### config.mk
export PLATFORM = sky130hd
export DESIGN_NAME = pipe_ctl
export DESIGN_NICKNAME = d
export VERILOG_FILES = /design/src/rtl/pipe_ctl.sv
export SDC_FILE = /design/constraint.sdc
export NUM_CORES = 1
export LEC_CHECK = 0
export ABC_AREA = 1
export BUFFER_PORTS_ARGS = -buffer_cell sky130_fd_sc_hd__buf_2
export CAP_MARGIN = 10
export CELL_PAD_IN_SITES_DETAIL_PLACEMENT = 1
export CELL_PAD_IN_SITES_GLOBAL_PLACEMENT = 2
export CORE_MARGIN = 4
export CORE_UTILIZATION = 25
export CTS_BUF_LIST = sky130_fd_sc_hd__clkbuf_16
export DETAILED_ROUTE_END_ITERATION = 7
export GPL_ROUTABILITY_DRIVEN = 1
export PLACE_DENSITY_LB_ADDON = 0.12
export SLEW_MARGIN = 20
export SYNTH_ARGS = -nofsm -noshare
export SYNTH_HDL_FRONTEND = slang
export SYNTH_SLANG_ARGS = --single-unit
### constraint.sdc
create_clock -name clock -period 2 [get_ports clock]
set_clock_uncertainty 0.2 [all_clocks]
set_input_delay 0.1 -clock clock [delete_from_list [all_inputs] [get_ports clock]]
set_output_delay 0.1 -clock clock [all_outputs]
set_load 0.02 [all_outputs]
### src/rtl/pipe_ctl.sv
// Pipeline sequencing controller for the 5-stage core: merges stalls, redirects,
// memory waits and halt requests into per-stage enables/flushes and perf counters.
module pipe_ctl #(
  parameter int CNT_WIDTH  = 32,
  parameter int DELAY_SLOT = 1
) (
  input  logic                 clock,
  input  logic                 reset,
  input  logic                 id_stall,
  input  logic                 ex_branch_taken,
  input  logic [31:0]          ex_branch_target,
  input  logic                 imem_wait,
  input  logic                 dmem_wait,
  input  logic                 halt_req,
  input  logic                 resume,
  output logic                 pc_en,
  output logic                 if_id_en,
  output logic                 id_ex_en,
  output logic                 ex_mem_en,
  output logic                 mem_wb_en,
  output logic                 if_id_flush,
  output logic                 id_ex_flush,
  output logic                 ex_mem_flush,
  output logic                 pc_sel,
  output logic [31:0]          pc_target,
  output logic                 halted,
  output logic [CNT_WIDTH-1:0] stall_cnt,
  output logic [CNT_WIDTH-1:0] flush_cnt
);

  localparam logic                 DS      = (DELAY_SLOT != 0);
  localparam logic [CNT_WIDTH-1:0] CNT_MAX = '1;
  localparam logic [CNT_WIDTH-1:0] CNT_ONE = {{(CNT_WIDTH-1){1'b0}}, 1'b1};

  typedef enum logic [1:0] {RUN, DRAIN, HALTED} state_e;

  state_e               state_q, state_d;
  logic                 v_id_q, v_ex_q, v_mem_q, v_wb_q;
  logic                 v_id_d, v_ex_d, v_mem_d, v_wb_d;
  logic                 redir_pend_q, redir_pend_d;
  logic [31:0]          target_q, target_d;
  logic [CNT_WIDTH-1:0] stall_cnt_q, stall_cnt_d;
  logic [CNT_WIDTH-1:0] flush_cnt_q, flush_cnt_d;
  logic                 stall_inc, flush_inc, defer;

  always_comb begin
    state_d      = state_q;
    redir_pend_d = redir_pend_q;
    target_d     = target_q;
    pc_en        = 1'b1;
    if_id_en     = 1'b1;
    id_ex_en     = 1'b1;
    ex_mem_en    = 1'b1;
    mem_wb_en    = 1'b1;
    if_id_flush  = 1'b0;
    id_ex_flush  = 1'b0;
    ex_mem_flush = 1'b0;
    pc_sel       = 1'b0;
    stall_inc    = 1'b0;
    flush_inc    = 1'b0;
    pc_target    = redir_pend_q ? target_q : ex_branch_target;
    // With an architected delay slot a load-use stall holds the slot in ID,
    // so the redirect has to wait until the stall clears.
    defer        = DS & id_stall;

    if (state_q == HALTED || dmem_wait) begin
      pc_en     = 1'b0;
      if_id_en  = 1'b0;
      id_ex_en  = 1'b0;
      ex_mem_en = 1'b0;
      mem_wb_en = 1'b0;
      stall_inc = (state_q != HALTED);
    end else if ((ex_branch_taken || redir_pend_q) && !defer) begin
      pc_sel       = 1'b1;
      if_id_flush  = 1'b1;
      id_ex_flush  = ~DS;
      flush_inc    = 1'b1;
      redir_pend_d = 1'b0;
    end else if (id_stall) begin
      pc_en       = 1'b0;
      if_id_en    = 1'b0;
      id_ex_flush = 1'b1;
      stall_inc   = 1'b1;
      if (ex_branch_taken) begin
        redir_pend_d = 1'b1;
        target_d     = ex_branch_target;
      end
    end else if (imem_wait) begin
      pc_en       = 1'b0;
      if_id_flush = 1'b1;
      stall_inc   = 1'b1;
    end

    // Draining stops fetch; only a redirect may still move the PC.
    if (state_q == DRAIN && !pc_sel) begin
      pc_en       = 1'b0;
      if_id_flush = if_id_en;
    end

    v_id_d  = if_id_en  ? ~if_id_flush             : v_id_q;
    v_ex_d  = id_ex_en  ? (v_id_q  & ~id_ex_flush)  : v_ex_q;
    v_mem_d = ex_mem_en ? (v_ex_q  & ~ex_mem_flush) : v_mem_q;
    v_wb_d  = mem_wb_en ? v_mem_q                   : v_wb_q;

    case (state_q)
      RUN:     if (halt_req && !dmem_wait) state_d = DRAIN;
      DRAIN: begin
        if (!halt_req)
          state_d = RUN;
        else if (!(v_id_d | v_ex_d | v_mem_d | v_wb_d) && !redir_pend_d)
          state_d = HALTED;
      end
      HALTED:  if (resume && !halt_req) state_d = RUN;
      default: state_d = RUN;
    endcase

    stall_cnt_d = (stall_inc && stall_cnt_q != CNT_MAX) ? stall_cnt_q + CNT_ONE : stall_cnt_q;
    flush_cnt_d = (flush_inc && flush_cnt_q != CNT_MAX) ? flush_cnt_q + CNT_ONE : flush_cnt_q;
  end

  always_ff @(posedge clock) begin
    if (reset) begin
      state_q      <= RUN;
      v_id_q       <= 1'b0;
      v_ex_q       <= 1'b0;
      v_mem_q      <= 1'b0;
      v_wb_q       <= 1'b0;
      redir_pend_q <= 1'b0;
      target_q     <= '0;
      stall_cnt_q  <= '0;
      flush_cnt_q  <= '0;
    end else begin
      state_q      <= state_d;
      v_id_q       <= v_id_d;
      v_ex_q       <= v_ex_d;
      v_mem_q      <= v_mem_d;
      v_wb_q       <= v_wb_d;
      redir_pend_q <= redir_pend_d;
      target_q     <= target_d;
      stall_cnt_q  <= stall_cnt_d;
      flush_cnt_q  <= flush_cnt_d;
    end
  end

  assign halted    = (state_q == HALTED);
  assign stall_cnt = stall_cnt_q;
  assign flush_cnt = flush_cnt_q;

  // A pending branch has already left EX, so EX cannot resolve another one yet.
  assert property (@(posedge clock) disable iff (reset) !(ex_branch_taken && redir_pend_q));

endmodule

# Word-level counts from Yosys, hierarchy flattened
# Index checks and enable logic that the tools add are counted.
[totals]
register_bits = 103
inputBits = 40
output_inout_bits = 106
wordCells = 81
[classes]
add_sub_neg = 2
eq_ne = 8
muxes = 36
bitwise = 8
reduce_logical = 18
[op_table]
columns = ["operator", "n"]
rows = [
  ["adder 32 x 1 -> 32 bit (second input constant)", 2],
  ["inequality test 32 bit (second input constant)", 2],
  ["two-way mux 32 bit", 1],
  ["two-way mux 1 bit", 30],
  ["two-way mux 2 bit", 4],
  ["logical AND 1 bit", 7],
  ["zero test 1 bit", 6],
  ["one-hot mux 2 bit (3 select lines)", 1],
  ["inequality test 2 bit (second input constant)", 2],
  ["inverter 1 bit", 4],
  ["AND reduction 4 bit", 1],
  ["inequality test 3 x 2 -> 1 bit (second input constant)", 1],
  ["OR 1 bit", 3],
  ["AND reduction 3 bit", 1],
  ["equality test 2 x 1 -> 1 bit (second input constant)", 1],
  ["equality test 2 bit (second input constant)", 1],
  ["zero test 2 bit", 1],
  ["logical OR 1 bit", 2],
  ["inequality test 2 x 1 -> 1 bit (second input constant)", 1],
  ["bitwise AND 1 bit", 1],
]

# Logic depth before layout (Yosys ltp)
# Gate-level depths: netlist of the first run.
[logic_depth]
depth_word = 17
mapped_depth = 13

# Least setup slack after synthesis of the first run
# OpenSTA, ideal clock, no wires.
[synth_timing]
path_type = "register to register"
start = "reg flush_cnt_q[0] (netlist: flush_cnt[0])"
end = "reg flush_cnt_q[0] (netlist: flush_cnt[0])"
arrival_time_ns = 1.704
required_time_ns = 1.668
slack_ns = -0.036
stages_incl_launch_ff = 12
path_cell_list = "dfxtp_1 ha_1 nand2_2 nor2_4 nand2_2 nor2_4 nand2_2 nand2_4 inv_4 buf_6 o21ai_1 a21oi_1"
[synth_via]
elab_chain_cells = 2
elab_cells_between_ends = 3
[synth_lines]
columns = ["item", "line_no", "text"]
rows = [
  ["start: declaration", "43", "logic [CNT_WIDTH-1:0] flush_cnt_q, flush_cnt_d;"],
  ["start signal: assignment", "141", "flush_cnt_q <= flush_cnt_d;"],
  ["parallel branches: the longest is 2 deep, another holds adder 32 x 1 -> 32 bit", "n/a", ""],
]
# Several ways; the timed one is not identified.
# A chain may end at the register's enable or synchronous reset.

# Worst setup path after layout of the first run
[layout_timing]
start = "reg stall_cnt_q[10] (netlist: stall_cnt[10])"
end = "reg stall_cnt_q[0] (netlist: stall_cnt[0])"
[layout_via]
elab_chain_cells = 2
[layout_lines]
columns = ["item", "line_no", "text"]
rows = [
  ["start: declaration", "42", "logic [CNT_WIDTH-1:0] stall_cnt_q, stall_cnt_d;"],
  ["start signal: assignment", "140", "stall_cnt_q <= stall_cnt_d;"],
  ["inequality test 32 bit", "117", "stall_cnt_d = (stall_inc && stall_cnt_q != CNT_MAX) ? stall_cnt_q + CNT_ONE : stall_cnt_q;"],
  ["logical AND 1 bit", "117", ""],
]
# Every way passes these cells.

==> results_dict.tcl, run 1 <==
set metrics [dict create \
    multi_input_area_um2 3360 \
    setup_slack_ps 155 \
    place_congestion 0.788 \
    drt-vias-per-instance 4.40 \
    n_fill_cell 2980 \
    die-area_um2 26200 \
    die_h_um 162 \
    synth_top_area_share_pct 34.9 \
    finalMaxSlewViolations 0 \
    min_path_cells 5 \
    antenna_found_initial 0 \
    final_common_cell "nand2_1" \
    min_period_ps 1840 \
    synth_edf_count 0 \
    start_kind "register" \
    holdWs_ps 62.1 \
    leakagePower_nw 3.53 \
    layout_common_cells "336 x nand2_1, 144 x buf_2, 105 x nor2_1, 93 x inv_1, 90 x dfxtp_1" \
    port_buffers 144 \
    cp_max_fo 20 \
    maxUsedRoutingLayer "met4" \
    drtIter0Drc 266 \
    tightest_slew_ps 649 \
    power.density_nw_per_um2 585 \
    synth_area_leader_cell "dfxtp_1" \
    dp.cells 1453 \
    ff2ff_setup_slack_ps 160 \
    wl_met1_um 11000 \
    num_vias 6639 \
    rows 55 \
    period_share_pct 92.2 \
    clk_latency_ps 360 \
    area_growth_pct 38.9 \
    clock-sinks 103 \
    cts.reportedPaths.clkPinSlew_ps 80 \
    min_from "dmem_wait" \
    core_um2 22900 \
    ir_drop_mv 0.401 \
    critical_path_arrival_ps 1860 \
    async_flop_share_pct 0 \
    finalSetupTns_ps 0 \
    yosys-top-cells-area "dfxtp_1 35%, nand2_1 22%, nor2_1 7.5%" \
    hold_viol_final 0 \
    drtAntennaViolNets 0 \
    synth.avg_cell_area_um2 6.12 \
    maxCapViolations 0 \
    cts_buffer_depth 2 \
    die_w_um 162 \
    synth_nets 1008 \
    dp_hpwl_um 16400 \
    cts_root_buf "clkbuf_16" \
    pre_cts_slack_ps -14.6 \
    grt_max_degree 66 \
    wl_met3_um 914 \
    cts_made_buffers 9 \
    avgRoutedWirePerCell_um 14.4 \
    route.detailed.drc 0 \
    layout.nets 1232 \
    cp.required_ps 2020 \
    relSlewSlack_pct 56.7 \
    min_path_type "in2reg" \
    ys_seq_elements 103 \
    synth_cell_types 31 \
    cp-startpoint "stall_cnt[10]" \
    outcome "completed" \
    antenna_cells 0 \
    start_util_pct 25.8 \
    overflow 0 \
    max_freq_mhz 542 \
    synth_ff_type "dfxtp_1" \
    ys_seq_area_share_pct 34.9 \
    ff2ff_path_depth 9 \
    grt_pass1_wl_um 35700 \
    r2r-start "stall_cnt[10]" \
    cp-end-kind "register" \
    grt_pass1_vias 6879 \
    first_pass_iters 4 \
    worstSetupPathType "reg2reg" \
    ys_warn_count 0 \
    wl_met2_um 9470 \
    ff_latch_area_um2 2080 \
    wirelength_um 21700 \
    drive_gt1_share_pct 24.2 \
    finalSetupViolations 0 \
    htreeDepth 3 \
    num_io_pins 146 \
    grt_usage_pct 16.6 \
    syn_area_um2 5910 \
    syn_inst 966 \
    fin_cells 1508 \
    cts_tree "yes" \
]
-- state kept, by name (all words and copies together), names as in the netlist --
register	flops
flush_cnt	32
redir_pend_q	1
stall_cnt	32
state_q	2
target_q	32
v_ex_q	1
v_id_q	1
v_mem_q	1
v_wb_q	1
-- Yosys cell counts (4+ instances only) --
| cell type | number |
|---|---|
| nor3_1 | 11 |
| xnor2_1 | 8 |
| nand2_1 | 339 |
| buf_2 | 5 |
| nand3b_1 | 14 |
| dfxtp_1 | 103 |
| nand4_1 | 7 |
| nand3_1 | 29 |
| nor2_4 | 4 |
| nor2_1 | 118 |
| nand2_2 | 6 |
| xor2_1 | 15 |
| buf_4 | 8 |
| clkbuf_1 | 21 |
| inv_1 | 94 |
| a21oi_1 | 82 |
| nor2_2 | 5 |
| o21ai_0 | 74 |
-- worst paths after layout --
check | endpoint
max | stall_cnt[0]
min | v_mem_q
max reg2reg | stall_cnt[0]
min reg2reg | target_q[21]
-- critical path, cell delays in order (launching register included) --
cell and delay, ps:
dfxtp_1 420, nand2_1 140, nor2_2 150, nand2_1 120, nor2_4 120, nand2_2 80, nand2_4 90, buf_12 160
xor2_1 160, nor2_1 50
-- what timing repair did --
| action | 4_1_cts | 5_1_grt |
|---|---|---|
| buffers inserted | 0 | 1 |
| hold endpoints to repair | 37 | 0 |
| hold buffers | 38 | 0 |
| resized for setup | 3 | 34 |
| endpoints found under the setup margin | 2 | 68 |
| pin swaps | 0 | 2 |
-- metal layers --
layer	track usage, %	vias to the layer above
met5	0	-
met4	4.54	0
met3	3.27	16
met2	26.8	106
met1	22.8	3042
li1	-	3475
-- metrics by stage --
stage,total power [mW],cell area (µm²),utilization (%)
5_1_grt,5.06,8210,35.8
2_1_floorplan,2.60,5910,-
3_5_place_dp,2.86,7400,32.3
4_1_cts,4.88,8100,35.4
6_report,4.80,8210,35.8
3_3_place_gp,2.85,7400,32.3
-- layout make-up --
cell class,instances,area share [%]
Multi-Input combinational cell,725,41.0
Clock buffer,9,2.74
Clock inverter,7,1.02
Inverter,100,4.67
Timing Repair Buffer,251,20.5
Sequential cell,103,25.4
Tap cell,313,4.77
-- where the power goes --
part / internal [mW] / leakage, nW / switching [mW]
Combinational: 0.271 / 2.53 / 0.451
Sequential: 2.11 / 0.842 / 0.0331
Clock: 1.00 / 0.149 / 0.935
-- kinds of logic (layout without fill, tap and decap cells) --
kind of cell	after synthesis	in the layout	synth area share [%]
buffers and inverters	138	367	9.80
xor gates and xnor gates	23	23	3.41
adders and majority gates	2	2	0.423
other	1	1	0.0635
DFF	103	103	34.9
and+or+nand+nor	538	538	37.6
AOI/OAI and AO/OA	161	161	13.8
No activity file was read; power rests on OpenSTA's default activity.
==> inputs of run 2 (changes only) <==
==> constraint.sdc (replaced) <==
create_clock -name clock -period 1.6 [get_ports clock]
set_clock_uncertainty 0.2 [all_clocks]
set_input_delay 0.08 -clock clock [delete_from_list [all_inputs] [get_ports clock]]
set_output_delay 0.08 -clock clock [all_outputs]
set_load 0.02 [all_outputs]
==> run 2 against run 1 <==
Effect of this change: the run now ends with setup timing left; hold slack improved by 82 ps; critical path depth fell by 2; die area did not move; combinational power rose to 2.6 times the previous value; via count rose by 17%; wire length rose by 30%; critical endpoint is now pc_target[1]; final cell count rose by 13%; clock power rose by 23%; global-route usage rose by 3.2 points; flip-flop and latch count did not move; sequential power rose by 25%; first-iteration DRC count rose by 0.75%.
==> results_dict.tcl, run 2 (same netlist as run 1, synthesis figures left out) <==
set metrics [dict create \
    first_pass_iters 4 \
    wirelength_um 28100 \
    num_io_pins 146 \
    start_util_pct 25.8 \
    place_congestion 0.811 \
    die-area_um2 26200 \
    htreeDepth 3 \
    finalSetupViolations 136 \
    start_kind "register" \
    power.density_nw_per_um2 568 \
    worstSetupPathType "reg2out" \
    setup_slack_ps -317 \
    cts_made_buffers 9 \
    pre_cts_slack_ps -262 \
    cts_root_buf "clkbuf_16" \
    overflow 0 \
    drtAntennaViolNets 0 \
    grt_usage_pct 19.8 \
    layout_common_cells "210 x nand2_1, 210 x buf_4, 104 x buf_2, 79 x inv_1, 79 x nand2_2" \
    die_h_um 162 \
    die_w_um 162 \
    drtIter0Drc 268 \
    dpl_cell_area_um2 8670 \
    rsz0062_at_grt "true" \
    min_path_type "in2reg" \
    clock-sinks 103 \
    slowest_stage "dfxtp_2" \
    antenna_found_initial 0 \
    maxCapViolations 0 \
    cts.reportedPaths.clkPinSlew_ps 80 \
    final_util_pct 53.3 \
    leakagePower_nw 5.47 \
    core_um2 22900 \
    critPathMaxStageDelay_ps 360 \
    cts_buffer_depth 2 \
    area_growth_pct 107 \
    cp_max_fo 9 \
    worst_path_most_repeated_cell "buf_4" \
    hold_viol_final 0 \
    max_freq_mhz 522 \
    stdcell_area_um2 12200 \
    port_buffers 144 \
    ir_drop_mv 0.404 \
    outcome "finished with violations" \
    finalMaxSlewViolations 0 \
    dp_hpwl_um 17700 \
    finalSetupTns_ps -22250 \
    num_vias 7785 \
    cts_tree "yes" \
    cp.required_ps 1320 \
    critical_path_arrival_ps 1640 \
    layout.nets 1431 \
    grt_max_degree 50 \
    drive_gt1_share_pct 60.7 \
    grt_pass1_vias 8239 \
    violations "setup timing" \
    min_period_ps 1920 \
    worstPathCellList "buf_6 -> clkinvlp_4 -> buf_12 -> buf_4 -> nand2_1 -> o21ai_2 -> buf_4" \
    antenna_cells 0 \
    drt-vias-per-instance 4.56 \
    grt_pass1_wl_um 42500 \
    avgRoutedWirePerCell_um 16.5 \
    route.detailed.drc 0 \
    cp-end-kind "primary output" \
    period_share_pct 120 \
    clk_latency_ps 360 \
    rows 55 \
]
==> run 2: cell types whose count changed in the layout (fill, tap and decap cells not counted), sizes merged <==
cell	previous run	this run
buf	213	404
bufinv	1	0
clkbuf	9	18
clkinv	2	7
dlygate4sd3	38	36
inv	103	100
==> run 2: what timing repair did <==
| item | 4_1_cts | 5_1_grt |
|---|---|---|
| hold buffers | 36 | 0 |
| endpoints found under the setup margin | 136 | 140 |
| gates cloned | 13 | 8 |
| pin swaps | 45 | 61 |
| resized for setup | 348 | 334 |
| endpoints found under the hold margin | 35 | 0 |
| setup buffers | 33 | 18 |
==> run 2: final timing paths <==
path,startpoint,endpoint,slack (ps),cells past startpoint
max,redir_pend_q,pc_target[1],-320,7
min,dmem_wait,v_id_q,140,8
max reg2reg,redir_pend_q,stall_cnt[18],-260,10
min reg2reg,target_q[8],target_q[8],260,2
==> run 2: final cells by class <==
type	instances	area, µm²
flip-flops and latches	103	2150
fillers	2780	10700
clock inverters	6	55.1
well taps	313	392
multi-input cells	725	4970
inverters	100	417
repair buffers	448	3950
repair inverters	2	27.5
clock buffers	10	250
==> run 2: stage by stage <==
step	cells	hold slack [ps]	power, mW
floorplan	966	-0.674	3.29
global placement	1596	135	3.70
detailed placement	1596	148	3.71
CTS	1693	91.2	6.63
global route	1707	188	7.22
finish	1707	144	6.93
==> run 2: worst max-delay path: cells and delay by family, from the launching register on <==
| family | cells | cell delay (ps) |
|---|---|---|
| flops | 1 | 360 |
| simple gates | 1 | 100 |
| buf+inv | 5 | 750 |
| compound gates | 1 | 80 |
==> run 2: layer usage <==
metal | share of wire [%] | up-vias | track usage [%] | wire (µm)
li1 | - | 3878 | - | -
met2 | 51 | 131 | 35.3 | 14400
met3 | 3.7 | 20 | 3.78 | 1060
met1 | 44 | 3756 | 25.5 | 12500
met5 | 0 | - | 0 | 0
met4 | 0.85 | 0 | 3.15 | 240
==> run 2: power breakdown <==
group | switching [mW] | internal (mW)
clock network | 1.19 | 1.19
logic | 0.992 | 0.889
registers | 0.0426 | 2.63
